## config.mk

```make
export PLATFORM = sky130hd
export DESIGN_NAME = dac_out_flat
export DESIGN_NICKNAME = d
export VERILOG_FILES = /design/src/rtl/dac_pkg.sv /design/src/rtl/dac_out_if.sv /design/src/rtl/dac_conv.sv /design/src/rtl/dac_out.sv /design/src/flat_wrapper.sv
export SDC_FILE = /design/constraint.sdc
export NUM_CORES = 1
export LEC_CHECK = 0
export BUFFER_PORTS_ARGS = -buffer_cell sky130_fd_sc_hd__buf_2
export CORE_MARGIN = 2
export CORE_UTILIZATION = 49
export CTS_CLUSTER_SIZE = 25
export DETAILED_ROUTE_END_ITERATION = 12
export PLACE_DENSITY = 0.82
export RECOVER_POWER = 25
export SLEW_MARGIN = 10
export SYNTH_ARGS = -nofsm -noshare
export SYNTH_HDL_FRONTEND = slang
export SYNTH_SLANG_ARGS = --single-unit
```

## constraint.sdc

```tcl
create_clock -name clk -period 1.7 [get_ports clk]
set_clock_uncertainty 0.1 [all_clocks]
set_input_delay 0.255 -clock clk [delete_from_list [all_inputs] [get_ports clk]]
set_output_delay 0.255 -clock clk [all_outputs]
set_load 0.005 [all_outputs]
```

## src/rtl/dac_pkg.sv

```systemverilog
// Shared constants and helpers for the dac_out output stage.
package dac_pkg;

  localparam int unsigned UNDERRUN_W = 16;

  function automatic int unsigned dac_midscale(int unsigned dw);
    return 32'd1 << (dw - 1);
  endfunction

  // Period counter width for a given clk-per-sample divider.
  function automatic int unsigned dac_cnt_w(int unsigned div);
    return (div > 1) ? $clog2(div) : 1;
  endfunction

endpackage

```

## src/rtl/dac_out_if.sv

```systemverilog
// Sample-vector valid/ready handshake into the DAC output stage.
interface dac_out_if #(
  parameter int unsigned CH = 2,
  parameter int unsigned IW = 12
) ();
  logic              i_valid;
  logic              o_ready;
  logic [CH*IW-1:0]  i_data;

  modport master (output i_valid, output i_data, input o_ready);
  modport slave  (input i_valid, input i_data, output o_ready);
endinterface

```

## src/rtl/dac_conv.sv

```systemverilog
// One channel: signed sample -> offset-binary DAC code with DC bias.
// DAC_OUT_SAT_EN selects clamping; otherwise the code wraps modulo 2^DW.
module dac_conv
  import dac_pkg::*;
#(
  parameter int unsigned IW = 12,
  parameter int unsigned DW = 10
) (
  input  logic [IW-1:0] sample,
  input  logic [DW-1:0] bias,
  output logic [DW-1:0] code
);

  localparam logic signed [DW+1:0] MID = (DW+2)'(dac_midscale(DW));

  logic signed [DW+1:0] s_ext;
  logic signed [DW+1:0] b_ext;
  logic signed [DW+1:0] u;

  always_comb begin
    // The shifted sample always fits DW signed bits, so resizing to DW+2 keeps its value.
    s_ext = (DW+2)'($signed(sample) >>> (IW - DW));
    b_ext = (DW+2)'($signed(bias));
    u     = s_ext + MID + b_ext;
`ifdef DAC_OUT_SAT_EN
    if (u[DW+1]) begin
      code = '0;
    end else if (u[DW]) begin
      code = '1;
    end else begin
      code = u[DW-1:0];
    end
`else
    code = DW'(u);
`endif
  end

endmodule

```

## src/rtl/dac_out.sv

```systemverilog
// Multi-channel DAC output stage: one-entry buffer, divided update tick, mid-window dac_clk.
// Build option DAC_OUT_SAT_EN: saturate converted codes instead of wrapping.
module dac_out
  import dac_pkg::*;
#(
  parameter int unsigned CH  = 2,
  parameter int unsigned IW  = 12,
  parameter int unsigned DW  = 10,
  parameter int unsigned DIV = 4
) (
  input  logic                  clk,
  input  logic                  rst_n,
  input  logic                  i_en,
  input  logic [DW-1:0]         i_bias,
  dac_out_if.slave              bus,
  output logic [CH*DW-1:0]      o_data,
  output logic                  dac_clk,
  output logic [UNDERRUN_W-1:0] o_underrun_cnt
);

  localparam int unsigned   CW  = dac_cnt_w(DIV);
  localparam logic [DW-1:0] MID = DW'(dac_midscale(DW));

  logic [CW-1:0]    cnt;
  logic [CW-1:0]    cnt_next;
  logic             tick;
  logic             ready;
  logic             accept;
  logic             buf_full;
  logic [CH*DW-1:0] buf_data;
  logic [CH*DW-1:0] conv;

  for (genvar k = 0; k < CH; k++) begin : g_ch
    dac_conv #(
      .IW (IW),
      .DW (DW)
    ) u_conv (
      .sample (bus.i_data[k*IW +: IW]),
      .bias   (i_bias),
      .code   (conv[k*DW +: DW])
    );
  end

  always_comb begin
    tick   = i_en && (cnt == CW'(DIV - 1));
    ready  = !buf_full || tick;
    accept = bus.i_valid && ready;
    if (!i_en || tick) begin
      cnt_next = '0;
    end else begin
      cnt_next = cnt + CW'(1);
    end
  end

  assign bus.o_ready = ready;

  always_ff @(posedge clk or negedge rst_n) begin
    if (!rst_n) begin
      cnt            <= '0;
      dac_clk        <= 1'b0;
      buf_full       <= 1'b0;
      buf_data       <= '0;
      o_data         <= {CH{MID}};
      o_underrun_cnt <= '0;
    end else begin
      cnt     <= cnt_next;
      dac_clk <= (cnt_next >= CW'(DIV / 2));
      if (tick && buf_full) begin
        o_data <= buf_data;
      end
      if (tick && !buf_full && (o_underrun_cnt != '1)) begin
        o_underrun_cnt <= o_underrun_cnt + UNDERRUN_W'(1);
      end
      // A same-cycle acceptance refills the slot being drained by the tick.
      if (accept) begin
        buf_data <= conv;
      end
      buf_full <= accept || (buf_full && !tick);
    end
  end

endmodule

```

## src/flat_wrapper.sv

```systemverilog
// flat-port wrapper written by rule: the top's interface ports become plain ports
module dac_out_flat import dac_pkg::*;
#(
  parameter int unsigned CH  = 2,
  parameter int unsigned IW  = 12,
  parameter int unsigned DW  = 10,
  parameter int unsigned DIV = 4
)
  (clk, rst_n, i_en, i_bias, o_data, dac_clk, o_underrun_cnt, bus_i_valid, bus_i_data, bus_o_ready);
  dac_out_if #(.CH(CH), .IW(IW)) bus_i ();
  input  logic clk;
  input  logic rst_n;
  input  logic i_en;
  input  logic [DW-1:0] i_bias;
  output logic [CH*DW-1:0] o_data;
  output logic dac_clk;
  output logic [UNDERRUN_W-1:0] o_underrun_cnt;
  input wire logic [$bits(bus_i.i_valid)-1:0] bus_i_valid;
  input wire logic [$bits(bus_i.i_data)-1:0] bus_i_data;
  output wire logic [$bits(bus_i.o_ready)-1:0] bus_o_ready;
  assign bus_i.i_valid = bus_i_valid;
  assign bus_i.i_data = bus_i_data;
  assign bus_o_ready = bus_i.o_ready;
  dac_out #(.CH(CH), .IW(IW), .DW(DW), .DIV(DIV)) u_core (.clk(clk), .rst_n(rst_n), .i_en(i_en), .i_bias(i_bias), .bus(bus_i), .o_data(o_data), .dac_clk(dac_clk), .o_underrun_cnt(o_underrun_cnt));
endmodule
```

==> qor.yml <==
violations: "setup timing"
path_max_fanout: 2
leakage_nw: 2.35
synth_area_um2: 3270
grt_pass1_vias: 2795
slowest_delay_ns: 0.32
ir_worst_vdd_v: 0.000802
avgRoutedWirePerCell_um: 15.8
core-area_um2: 6390
ioPinCount: 76
dpl_cell_area_um2: 4170
setup_violations: 5
finalHoldViolations: 0
crit_required_ns: 1.85
cp.arrival_ns: 2.12
gr-usage-met3: 0.0645
ctsRootBufferMaster: "clkbuf_8"
drt_iter0_drc: 83
slew_viol_final: 0
grtUsageTotal: 0.223
ys.flop_type: "dfrtp_1"
whs_path_depth: 2
cts_htree_levels: 3
tritoncts: "yes"
hpwlAfterDp_um: 5520
cts_num_sinks: 59
placementRows: 29
critical_path_buf_inv_count: 2
cts_buffer_depth: 2
async_flop_share: 1.00
combinationalPowerShare: 0.291
synth_top_area_share: 0.436
worst-path-stages: 10
hold_class: "primary input to register"
use_met2: 0.391
fill_cells: 451
ys_seq_area_frac: 0.452
yosysMostFrequentCell: "dfrtp_1"
finalCritPeriodShare: 1.16
ys_warn_count: 0
synth_edf_count: 0
cts_made_buffers: 9
slew_headroom: 0.477
avgSynthCellArea_um2: 11.0
final_antenna_net_count: 0
antenna_cells: 0
die_h_um: 85.7
tightest_slew_ns: 0.785
drive_gt1_frac: 0.464
synth_cells: 298
crit_top_cell: "ha_4"
rsz0062_at_grt: "true"
path_clk_slew_ns: 0.07
cpMaxStageDelayCell: "o31a_1"
grt_remaining_overflow: 0
reg2regPathDepth: 6
drc: 0
grt_pass1_wl_um: 12700
tns_ns: -0.778
dieArea_um2: 7340
cp_top_family: "compound AO/OA/AOI/OAI gates"
fin_ws_ns: -0.266
top_usage_layer: "met2"
die_w_um: 85.7
clk_latency_ns: 0.35
fin_area_um2: 4610
ys_top_cells_by_count: "57 x dfrtp_1, 36 x ha_1, 34 x nand2_1, 21 x mux2_2, 18 x o21ai_0"
dr_total_vias: 2777
netlist-cell-type-count: 39
switching_share: 0.295
critPathLaunchType: "primary input"
routed_wl_um: 8020
gp_congestion: 0.853
nNetsFinal: 502
p_seq_frac: 0.443
grt_max_degree: 60
start_util: 0.512
status: "finished, violations left"
syn-num-nets: 374
crit_type: "primary input to register"
powerDensity_nw_per_um2: 1030
drv_cap: 0
drt-pass1-iter-count: 5
port_buffers: 71
syn2layout_area_growth_pct: 40.9
end_kind: "register"
timing.fmax_mhz: 509
yosys-top-cells-area: "dfrtp_1 44%, ha_1 14%, mux2_2 7.2%"
post-route-min-period_ns: 1.97
internal-power_w: 0.00335
yosysTopAreaCell: "dfrtp_1"
clkPwrFrac: 0.266
antenna_found_initial: 0
via_per_inst: 5.47
use_met1: 0.264
worstPathCellList: "buf_6, ha_4, ha_4, inv_2, fa_2, nor2b_2, o31a_1, o211a_1, or3_1, a31oi_1"
p_sw_w: 0.00140
synth_seq_cells: 59
-- power by group through the flow --
stage	Combinational (W)	Clock (W)	Sequential, W
floorplan	0.000693	0	0.00210
global placement	0.00123	0	0.00210
detailed placement	0.00128	0	0.00212
CTS	0.00133	0.00128	0.00209
global route	0.00155	0.00134	0.00216
finish	0.00138	0.00126	0.00210
-- state kept, by name, indices dropped and copies added (netlist names) --
name,count
u_core.cnt,2
u_core.buf_data,20
u_core.buf_full,1
u_core.o_underrun_cnt,16
u_core.o_data,20
-- metal layers --
| layer | share of wire | up-vias |
|---|---|---|
| met1 | 0.41 | 1338 |
| li1 | - | 1313 |
| met2 | 0.51 | 101 |
| met3 | 0.054 | 25 |
| met4 | 0.024 | 0 |
| met5 | 0 | - |
-- worst paths after layout --
kind                                             to                     start  slack, ns
setup reg to reg           u_core.o_underrun_cnt[1]  u_core.o_underrun_cnt[4]       0.01
hold reg to reg                  u_core.buf_data[1]        u_core.buf_data[1]       0.37
max in group asynchronous  u_core.o_underrun_cnt[1]                     rst_n       0.44
setup / recovery                u_core.buf_data[19]            bus_i_data[15]      -0.27
min in group asynchronous             u_core.cnt[0]                     rst_n       0.54
hold / removal                      u_core.buf_full               bus_i_valid       0.03
-- per-stage QoR --
stage | power (W) | instances | worst slack (ns) | hold slack, ns | utilization
global route | 0.00505 | 508 | -0.301 | 0.0351 | 0.722
global placement | 0.00333 | 483 | -0.576 | 0.179 | 0.653
floorplan | 0.00279 | 298 | -0.408 | -0.141 | -
detailed placement | 0.00340 | 483 | -0.627 | 0.184 | 0.653
finish | 0.00475 | 508 | -0.266 | 0.0289 | 0.722
CTS | 0.00470 | 501 | -0.210 | 0.0259 | 0.694
-- area by class of cell --
class	count	area, um2	area share
Sequential cell	59	1480	0.321
Clock buffer	14	153	0.0331
Tap cell	77	96.3	0.0209
Clock inverter	2	35.0	0.00760
Timing Repair Buffer	124	797	0.173
Inverter	9	33.8	0.00733
Multi-Input combinational cell	223	2010	0.437
-- logic make-up (layout without fill, tap and decap cells) --
group,Yosys count,in the layout,share of synthesized area
buffers and inverters,16,149,0.0184
DFF,59,59,0.452
muxes,22,22,0.0769
and+or+nand+nor,87,87,0.136
adders and majority gates,38,38,0.150
AOI/OAI and AO/OA,51,51,0.0995
xor gates and xnor gates,25,25,0.0670
-- layout by cell type (no fill, tap or decap), types with 3 or more instances in the layout --
| cell type | count |
|---|---|
| clkbuf_1 | 4 |
| mux2_2 | 21 |
| or3_1 | 4 |
| o21bai_1 | 3 |
| dfrtp_1 | 57 |
| nand2_1 | 32 |
| nand4_1 | 5 |
| ha_1 | 17 |
| clkbuf_8 | 10 |
| xor2_1 | 11 |
| ha_4 | 17 |
| a31oi_1 | 4 |
| xnor2_1 | 14 |
| a21o_1 | 4 |
| o21ai_0 | 13 |
| o21a_1 | 6 |
| nand3_1 | 7 |
| buf_2 | 69 |
| buf_4 | 49 |
| o21ai_1 | 5 |
| a21oi_1 | 5 |
| nor3_1 | 8 |
| inv_1 | 7 |
| nor2_1 | 11 |
-- timing repair --
action	CTS	global route
hold buffers	1	0
resized for setup	11	23
hold endpoints to repair	57	0
gates cloned	0	0
buffers inserted	1	7
pin swaps	14	17
setup endpoints to repair	9	18
-- worst register-to-register path, delay by kind of cell, from the launching register on --
| family | cells | cell delay, ns |
|---|---|---|
| multiplexers | 1 | 0.29 |
| buffers and inverters | 1 | 0.18 |
| AND/OR/NAND/NOR | 4 | 0.57 |
| flip-flops | 1 | 0.42 |
Power figures use the tool's default switching activity.
